==> src/rtl/id_stage.sv <==
// ---------------------------------------------------------------------------
// id_stage -- RV64I instruction-decode pipeline stage (IF -> ID -> EX).
//
// Accepts {pc, inst} from IF over a valid/ready handshake and holds it in a
// stage register. The head entry is decoded combinationally into register
// indices, a sign-extended immediate, a format code and an illegal flag.
// The outputs obey EX's valid/ready backpressure.
//
// Optional feature macro: ID_SKID_EN
//   defined   : two-entry stage (main + skid); ID_ready_o = !skid_valid
//               comes straight from a register, so there is no
//               combinational path from EX_ready_i to ID_ready_o.
//   undefined : single entry; ID_ready_o = !main_valid || EX_ready_i.
//
// Ports
//   clk           clock, rising edge
//   rst           asynchronous active-low reset
//   IF_pc_i       pc of the offered instruction (XLEN)
//   IF_inst_i     offered instruction word (32)
//   IF_valid_i    IF offers an instruction
//   ID_ready_o    ID accepts this cycle
//   EX_ready_i    EX accepts this cycle
//   ID_valid_o    head entry is valid
//   ID_flush_i    discard all held and offered instructions
//   ID_pc_o       head pc
//   ID_inst_o     head raw instruction
//   ID_rd_o/ID_rs1_o/ID_rs2_o  register indices
//   ID_imm_o      sign-extended immediate (0 for R-type and illegal)
//   ID_fmt_o      0=R 1=I 2=S 3=B 4=U 5=J 7=illegal
//   ID_illegal_o  unsupported opcode
// ---------------------------------------------------------------------------
module id_stage #(
  parameter int XLEN = 64
) (
  input  logic            clk,
  input  logic            rst,
  input  logic [XLEN-1:0] IF_pc_i,
  input  logic [31:0]     IF_inst_i,
  input  logic            IF_valid_i,
  output logic            ID_ready_o,
  input  logic            EX_ready_i,
  output logic            ID_valid_o,
  input  logic            ID_flush_i,
  output logic [XLEN-1:0] ID_pc_o,
  output logic [31:0]     ID_inst_o,
  output logic [4:0]      ID_rd_o,
  output logic [4:0]      ID_rs1_o,
  output logic [4:0]      ID_rs2_o,
  output logic [XLEN-1:0] ID_imm_o,
  output logic [2:0]      ID_fmt_o,
  output logic            ID_illegal_o
);

  typedef enum logic [2:0] {
    FMT_R   = 3'd0,
    FMT_I   = 3'd1,
    FMT_S   = 3'd2,
    FMT_B   = 3'd3,
    FMT_U   = 3'd4,
    FMT_J   = 3'd5,
    FMT_ILL = 3'd7
  } fmt_e;

  typedef enum logic [6:0] {
    OP_OP     = 7'b0110011,
    OP_OP32   = 7'b0111011,
    OP_IMM    = 7'b0010011,
    OP_IMM32  = 7'b0011011,
    OP_LOAD   = 7'b0000011,
    OP_JALR   = 7'b1100111,
    OP_SYSTEM = 7'b1110011,
    OP_FENCE  = 7'b0001111,
    OP_STORE  = 7'b0100011,
    OP_BRANCH = 7'b1100011,
    OP_LUI    = 7'b0110111,
    OP_AUIPC  = 7'b0010111,
    OP_JAL    = 7'b1101111
  } opcode_e;

  // Main (head) entry
  logic            r_main_valid;
  logic [XLEN-1:0] r_main_pc;
  logic [31:0]     r_main_inst;

  logic w_in_fire;
  logic w_main_free;

  assign w_in_fire   = IF_valid_i && ID_ready_o;
  // Main can take a new value when empty or when EX consumes it this edge.
  assign w_main_free = !r_main_valid || EX_ready_i;

`ifdef ID_SKID_EN
  logic            r_skid_valid;
  logic [XLEN-1:0] r_skid_pc;
  logic [31:0]     r_skid_inst;

  assign ID_ready_o = !r_skid_valid;

  // Ready is !skid_valid, so an accepted input always finds skid empty;
  // when skid is occupied no input can be accepted on the same edge.
  always_ff @(posedge clk or negedge rst) begin
    if (!rst) begin
      r_main_valid <= 1'b0;
      r_main_pc    <= '0;
      r_main_inst  <= '0;
      r_skid_valid <= 1'b0;
      r_skid_pc    <= '0;
      r_skid_inst  <= '0;
    end else if (ID_flush_i) begin
      r_main_valid <= 1'b0;
      r_skid_valid <= 1'b0;
    end else if (w_main_free) begin
      if (r_skid_valid) begin
        r_main_valid <= 1'b1;
        r_main_pc    <= r_skid_pc;
        r_main_inst  <= r_skid_inst;
        r_skid_valid <= 1'b0;
      end else begin
        r_main_valid <= w_in_fire;
        if (w_in_fire) begin
          r_main_pc   <= IF_pc_i;
          r_main_inst <= IF_inst_i;
        end
      end
    end else if (w_in_fire) begin
      r_skid_valid <= 1'b1;
      r_skid_pc    <= IF_pc_i;
      r_skid_inst  <= IF_inst_i;
    end
  end
`else
  assign ID_ready_o = w_main_free;

  always_ff @(posedge clk or negedge rst) begin
    if (!rst) begin
      r_main_valid <= 1'b0;
      r_main_pc    <= '0;
      r_main_inst  <= '0;
    end else if (ID_flush_i) begin
      r_main_valid <= 1'b0;
    end else if (w_main_free) begin
      r_main_valid <= w_in_fire;
      if (w_in_fire) begin
        r_main_pc   <= IF_pc_i;
        r_main_inst <= IF_inst_i;
      end
    end
  end
`endif

  // ---------------------------------------------------------------------
  // Combinational decode of the head instruction
  // ---------------------------------------------------------------------
  logic [XLEN-1:0] w_imm;
  fmt_e            w_fmt;
  logic [31:0]     w_i;

  assign w_i = r_main_inst;

  // Opcodes with inst[1:0] != 2'b11 fall into default and decode illegal.
  always_comb begin
    w_imm = '0;
    w_fmt = FMT_ILL;
    case (w_i[6:0])
      OP_OP, OP_OP32: begin
        w_fmt = FMT_R;
      end
      OP_IMM, OP_IMM32, OP_LOAD, OP_JALR, OP_SYSTEM, OP_FENCE: begin
        w_fmt = FMT_I;
        w_imm = {{(XLEN-12){w_i[31]}}, w_i[31:20]};
      end
      OP_STORE: begin
        w_fmt = FMT_S;
        w_imm = {{(XLEN-12){w_i[31]}}, w_i[31:25], w_i[11:7]};
      end
      OP_BRANCH: begin
        w_fmt = FMT_B;
        w_imm = {{(XLEN-13){w_i[31]}}, w_i[31], w_i[7], w_i[30:25],
                 w_i[11:8], 1'b0};
      end
      OP_LUI, OP_AUIPC: begin
        w_fmt = FMT_U;
        w_imm = {{(XLEN-32){w_i[31]}}, w_i[31:12], 12'b0};
      end
      OP_JAL: begin
        w_fmt = FMT_J;
        w_imm = {{(XLEN-21){w_i[31]}}, w_i[31], w_i[19:12], w_i[20],
                 w_i[30:21], 1'b0};
      end
      default: begin
        w_fmt = FMT_ILL;
        w_imm = '0;
      end
    endcase
  end

  assign ID_valid_o   = r_main_valid;
  assign ID_pc_o      = r_main_pc;
  assign ID_inst_o    = r_main_inst;
  assign ID_rd_o      = w_i[11:7];
  assign ID_rs1_o     = w_i[19:15];
  assign ID_rs2_o     = w_i[24:20];
  assign ID_imm_o     = w_imm;
  assign ID_fmt_o     = w_fmt;
  assign ID_illegal_o = (w_fmt == FMT_ILL);

endmodule
==> config.mk <==
export PLATFORM = sky130hd
export DESIGN_NAME = id_stage
export DESIGN_NICKNAME = d
export VERILOG_FILES = /design/src/rtl/id_stage.sv
export SDC_FILE = /design/constraint.sdc
export NUM_CORES = 1
export LEC_CHECK = 0
export ABC_AREA = 0
export BUFFER_PORTS_ARGS = -buffer_cell sky130_fd_sc_hd__buf_2
export CAP_MARGIN = 10
export CELL_PAD_IN_SITES_DETAIL_PLACEMENT = 1
export CELL_PAD_IN_SITES_GLOBAL_PLACEMENT = 1
export CORE_ASPECT_RATIO = 1.5
export CORE_MARGIN = 8
export CORE_UTILIZATION = 32
export CTS_CLUSTER_SIZE = 12
export DETAILED_ROUTE_END_ITERATION = 7
export PLACE_DENSITY = 0.92
export REMOVE_ABC_BUFFERS = 1
export SYNTH_ARGS = -nofsm -noshare
export SYNTH_HDL_FRONTEND = slang
export SYNTH_SLANG_ARGS = --single-unit
==> constraint.sdc <==
create_clock -name clk -period 3.9 [get_ports clk]
set_clock_uncertainty 0.1 [all_clocks]
set_input_delay 0.78 -clock clk [delete_from_list [all_inputs] [get_ports clk]]
set_output_delay 0.78 -clock clk [all_outputs]
set_load 0.005 [all_outputs]
# Yosys cells after proc, flatten, opt, wreduce, memory -nomap -nowiden
# Cells that the tools add are included.
op_classes:
  eq_ne: 14
  mux: 4
  bitwise: 1
  reduce_logical: 8
op_table:
  columns: ["cell", "n"]
  rows:
  - ["64-bit one-hot mux with 5 select lines", 1]
  - ["7-bit by 6-bit == test with 1-bit output (second input constant)", 4]
  - ["7-bit == test (second input constant)", 4]
  - ["7-bit by 5-bit == test with 1-bit output (second input constant)", 3]
  - ["3-bit one-hot mux with 6 select lines", 1]
  - ["7-bit by 2-bit == test with 1-bit output (second input constant)", 1]
  - ["7-bit by 4-bit == test with 1-bit output (second input constant)", 1]
  - ["6-bit OR reduction", 1]
  - ["2-bit OR reduction", 2]
  - ["3-bit == test (second input constant)", 1]
  - ["3-bit AND reduction", 1]
  - ["1-bit 2-to-1 mux", 2]
  - ["2-bit nonzero test", 1]
  - ["1-bit logical AND", 1]
  - ["1-bit logical NOT", 1]
  - ["1-bit logical OR", 1]
  - ["1-bit NOT", 1]
totals:
  wordCells: 30
  out_inout_bits: 181
  inputBits: 101
  register_bits: 97

# Logic depth before layout (Yosys ltp)
logic_depth:
  ltp_word: 5
  depth_mapped: 6
  mapped_depth_nobuf: 4

# Worst setup path before layout
# OpenSTA, ideal clock, no wires.
synth_timing:
  kind: "register to output"
  from: "reg r_main_inst[2], in the netlist ID_inst_o[2]"
  to: "out ID_imm_o[32]"
  t_arrival_ns: 2.792
  slack_ns: 0.228
  path_stages_with_launch: 7
  n_path_buf: 3
  required_ns: 3.020
  cell_sequence: "dfrtp_1 buf_2 buf_4 or2_2 a21o_1 a31oi_1 buf_4"
synth_between:
  elab_chain_cells: 3
  elab_cells_between_ends: 14
  classes_between: "11 x eq/ne; 1 x mux; 2 x reduce/logical"
synth_rtl:
  columns: ["element", "line_no", "rtl"]
  rows:
  - ["start, declared", "83", "logic [31:0] r_main_inst;"]
  - ["start signal, assigned", "145", "r_main_inst <= IF_inst_i;"]
  - ["7-bit by 5-bit == test with 1-bit output (tied with other cells)", "164", "case (w_i[6:0])"]
  - ["6-bit OR reduction or 2-bit OR reduction (tied branches)", "164", null]
  - ["64-bit one-hot mux with 5 select lines *", "164", null]
  - ["end, declared", "49", "output logic [XLEN-1:0] ID_imm_o,"]
# Every way passes the cells marked *; elsewhere a longest branch is shown, timed or not.

# Worst setup path after layout
layout_timing:
  from: "reg r_main_inst[2], in the netlist ID_inst_o[2]"
  to: "out ID_imm_o[29]"
# The elaborated chain is that of the path after synthesis.

==> flow_summary.ini <==
[outcome]
outcome = finished, final reports clean

[yosys]
synth-seq-cells = 97
async_flop_share_pct = 100
synth-edff-count = 0
ys_seq_area_share_pct = 51.8
synthCells = 374
yosysTopAreaCell = dfrtp_1
ys.flop_type = dfrtp_1
ys_types = 40
avgSynthCellArea_um2 = 12.5
synth_top_area_share_pct = 51.8
synth_warnings = 0
syn_area_um2 = 4690
yosys-top-cells-area = dfrtp_1 (52%), mux2_2 (16%), buf_4 (8.0%)

[floorplanning]
die-area_um2 = 18900
die_h_um = 164
chipWidth_um = 115
core_um2 = 14500
ios = 282
initial_core_util_pct = 32.4
placementRows = 54

[global_route]
antenna_found_initial = 5
grt_use_met1_pct = 14.8
grt-ovfl-total = 0
grt_max_degree = 55
grt_pass1_wl_um = 23700
grtUsageTotal_pct = 16.1
busiest_layer = met2
met2_usage_pct = 30.3
grt_pass1_vias = 4253
grtUsageMet3_pct = 6.33

[finish]
drive_gt1_share_pct = 62.1
final_area_um2 = 6230
final_cell_count_no_fill = 807
finalNetCount = 705
num-fill-cells = 1709
final_cell_mix = buf_2 (280), dfrtp_1 (97), mux2_2 (67)
area_growth_pct = 32.9
mostFrequentLayoutCell = buf_2

[route]
dr.pass1.iters = 4
drtIter0Drc = 136
vias_per_cell = 4.72
drcViolationCount = 0
num_vias = 3810
wl_per_cell_um = 19.1
wirelength_um = 15400
ant_nets = 0

[placement]
gp_congestion = 0.869
port_buffers = 281
placed_cell_area_um2 = 5920
place_inst = 789
hpwl_um = 12500

[critical_path]
timing.rr.end = ID_pc_o[51]$_DFFE_PN0P_
worstPathArrival_ns = 2.53
r2r_setup_slack_ns = 1.91
setup.worst_path.class = register to output pin
endpoint_kind = output pin
worstRegToRegCells = 4
worstPathMaxFanout = 23
reg2reg_from = ID_valid_o$_DFFE_PN0P_
critPathRequiredTime_ns = 3.02
cp-start-kind = register

[sta]
finalHoldViolations = 0
rsz0062_at_grt = false
max_freq_mhz = 294
fin_crit_sh_pct = 87.4
maxSlewHeadroom_pct = 41.1
period_needed_ns = 3.41
setup_viol = 0
fin_tns_setup_ns = 0
tightest_slew_ns = 0.884
maxSlewViolCount = 0

[power]
finalPower_mw = 2.96
p_per_area_nw_per_um2 = 476
ir_worst_vdd_v = 0.000234
power.leakage_nw = 3.22

[clock_tree]
numCtsBuffers = 9
cts_tree = built
cts_sinks = 97
cts.htree.levels = 3
ctsHoldBuffers = 0
post-cts-setup-buffer-count = 0
cts_resized = 0
clock-root-buffer = clkbuf_16
path_clk_slew_ns = 0.07
clockBufferDepth = 2
insertion_delay_ns = 0.33

[min_path]
hold_path.class = input pin to asynchronous set/reset pin

[run]
cap_violations = 0
sequential cells by signal (all words and copies together), names as in the netlist:
| name | count |
|---|---|
| ID_inst_o | 32 |
| ID_pc_o | 64 |
| ID_valid_o | 1 |
through the flow:
stage	utilization (%)	hold WS, ns	setup WS [ns]
2_1_floorplan	-	0.383	-0.746
3_3_place_gp	41.0	0.361	0.947
3_5_place_dp	41.0	0.373	0.835
4_1_cts	43.0	0.363	0.458
5_1_grt	43.1	0.390	0.297
6_report	43.1	0.349	0.493
how the worst max path moves through the flow:
stage / start / end / slack (ns) / cells past startpoint
after floorplan: ID_inst_o[2]$_DFFE_PN0P_ / ID_imm_o[31] / -0.75 / 3
after global placement: ID_inst_o[2]$_DFFE_PN0P_ / ID_imm_o[20] / 0.95 / 5
after detailed placement: ID_inst_o[2]$_DFFE_PN0P_ / ID_imm_o[21] / 0.83 / 5
after CTS: ID_inst_o[2]$_DFFE_PN0P_ / ID_imm_o[29] / 0.46 / 5
after global routing: ID_inst_o[2]$_DFFE_PN0P_ / ID_imm_o[25] / 0.30 / 5
final: ID_inst_o[2]$_DFFE_PN0P_ / ID_imm_o[29] / 0.49 / 5
cell families after synthesis:
| family | count (synthesis) | share of synthesized area (%) |
|---|---|---|
| AND/OR/NAND/NOR | 55 | 6.67 |
| AO/OA/AOI/OAI | 54 | 7.85 |
| flip-flops | 97 | 51.8 |
| multiplexers | 95 | 22.8 |
| buffers and inverters | 71 | 10.5 |
| XOR/XNOR | 2 | 0.374 |
report_power, final:
part / internal (mW) / leakage, nW / switching, mW
registers: 1.18 / 1.14 / 0.157
clock network: 0.480 / 0.149 / 0.403
logic: 0.399 / 1.92 / 0.348
total: 2.05 / 3.22 / 0.908
cells in the mapped netlist (all sizes together) (4+ instances only):
cell type / count
o21ai: 14
a32o: 4
buf: 65
a21o: 13
nand2: 15
a21oi: 9
nor2: 7
mux2: 95
nand2b: 7
and2: 7
dfrtp: 97
layer usage:
metal	part of all wire [%]	routed length (µm)
met1	31	4780
met5	0.23	35
met3	11	1620
met2	55	8500
met4	3.3	506
area by class of cell:
class | instances | area [µm²] | share of cell area [%]
Clock inverter | 5 | 46.3 | 0.743
Multi-Input combinational cell | 206 | 1770 | 28.5
Timing Repair Buffer | 287 | 1470 | 23.5
Antenna cell | 2 | 5.00 | 0.0804
Sequential cell | 97 | 2430 | 39.0
Inverter | 3 | 11.3 | 0.181
Clock buffer | 11 | 253 | 4.06
Tap cell | 196 | 245 | 3.94
worst max-delay path, cell delays in order, from the launching register on:
cell and delay, ns:
dfrtp_1 0.77, and3b_1 0.32, o311ai_2 0.11, a21oi_1 0.73, a21o_1 0.14, buf_2 0.11
Note: power is estimated with default switching activity, not from simulation.
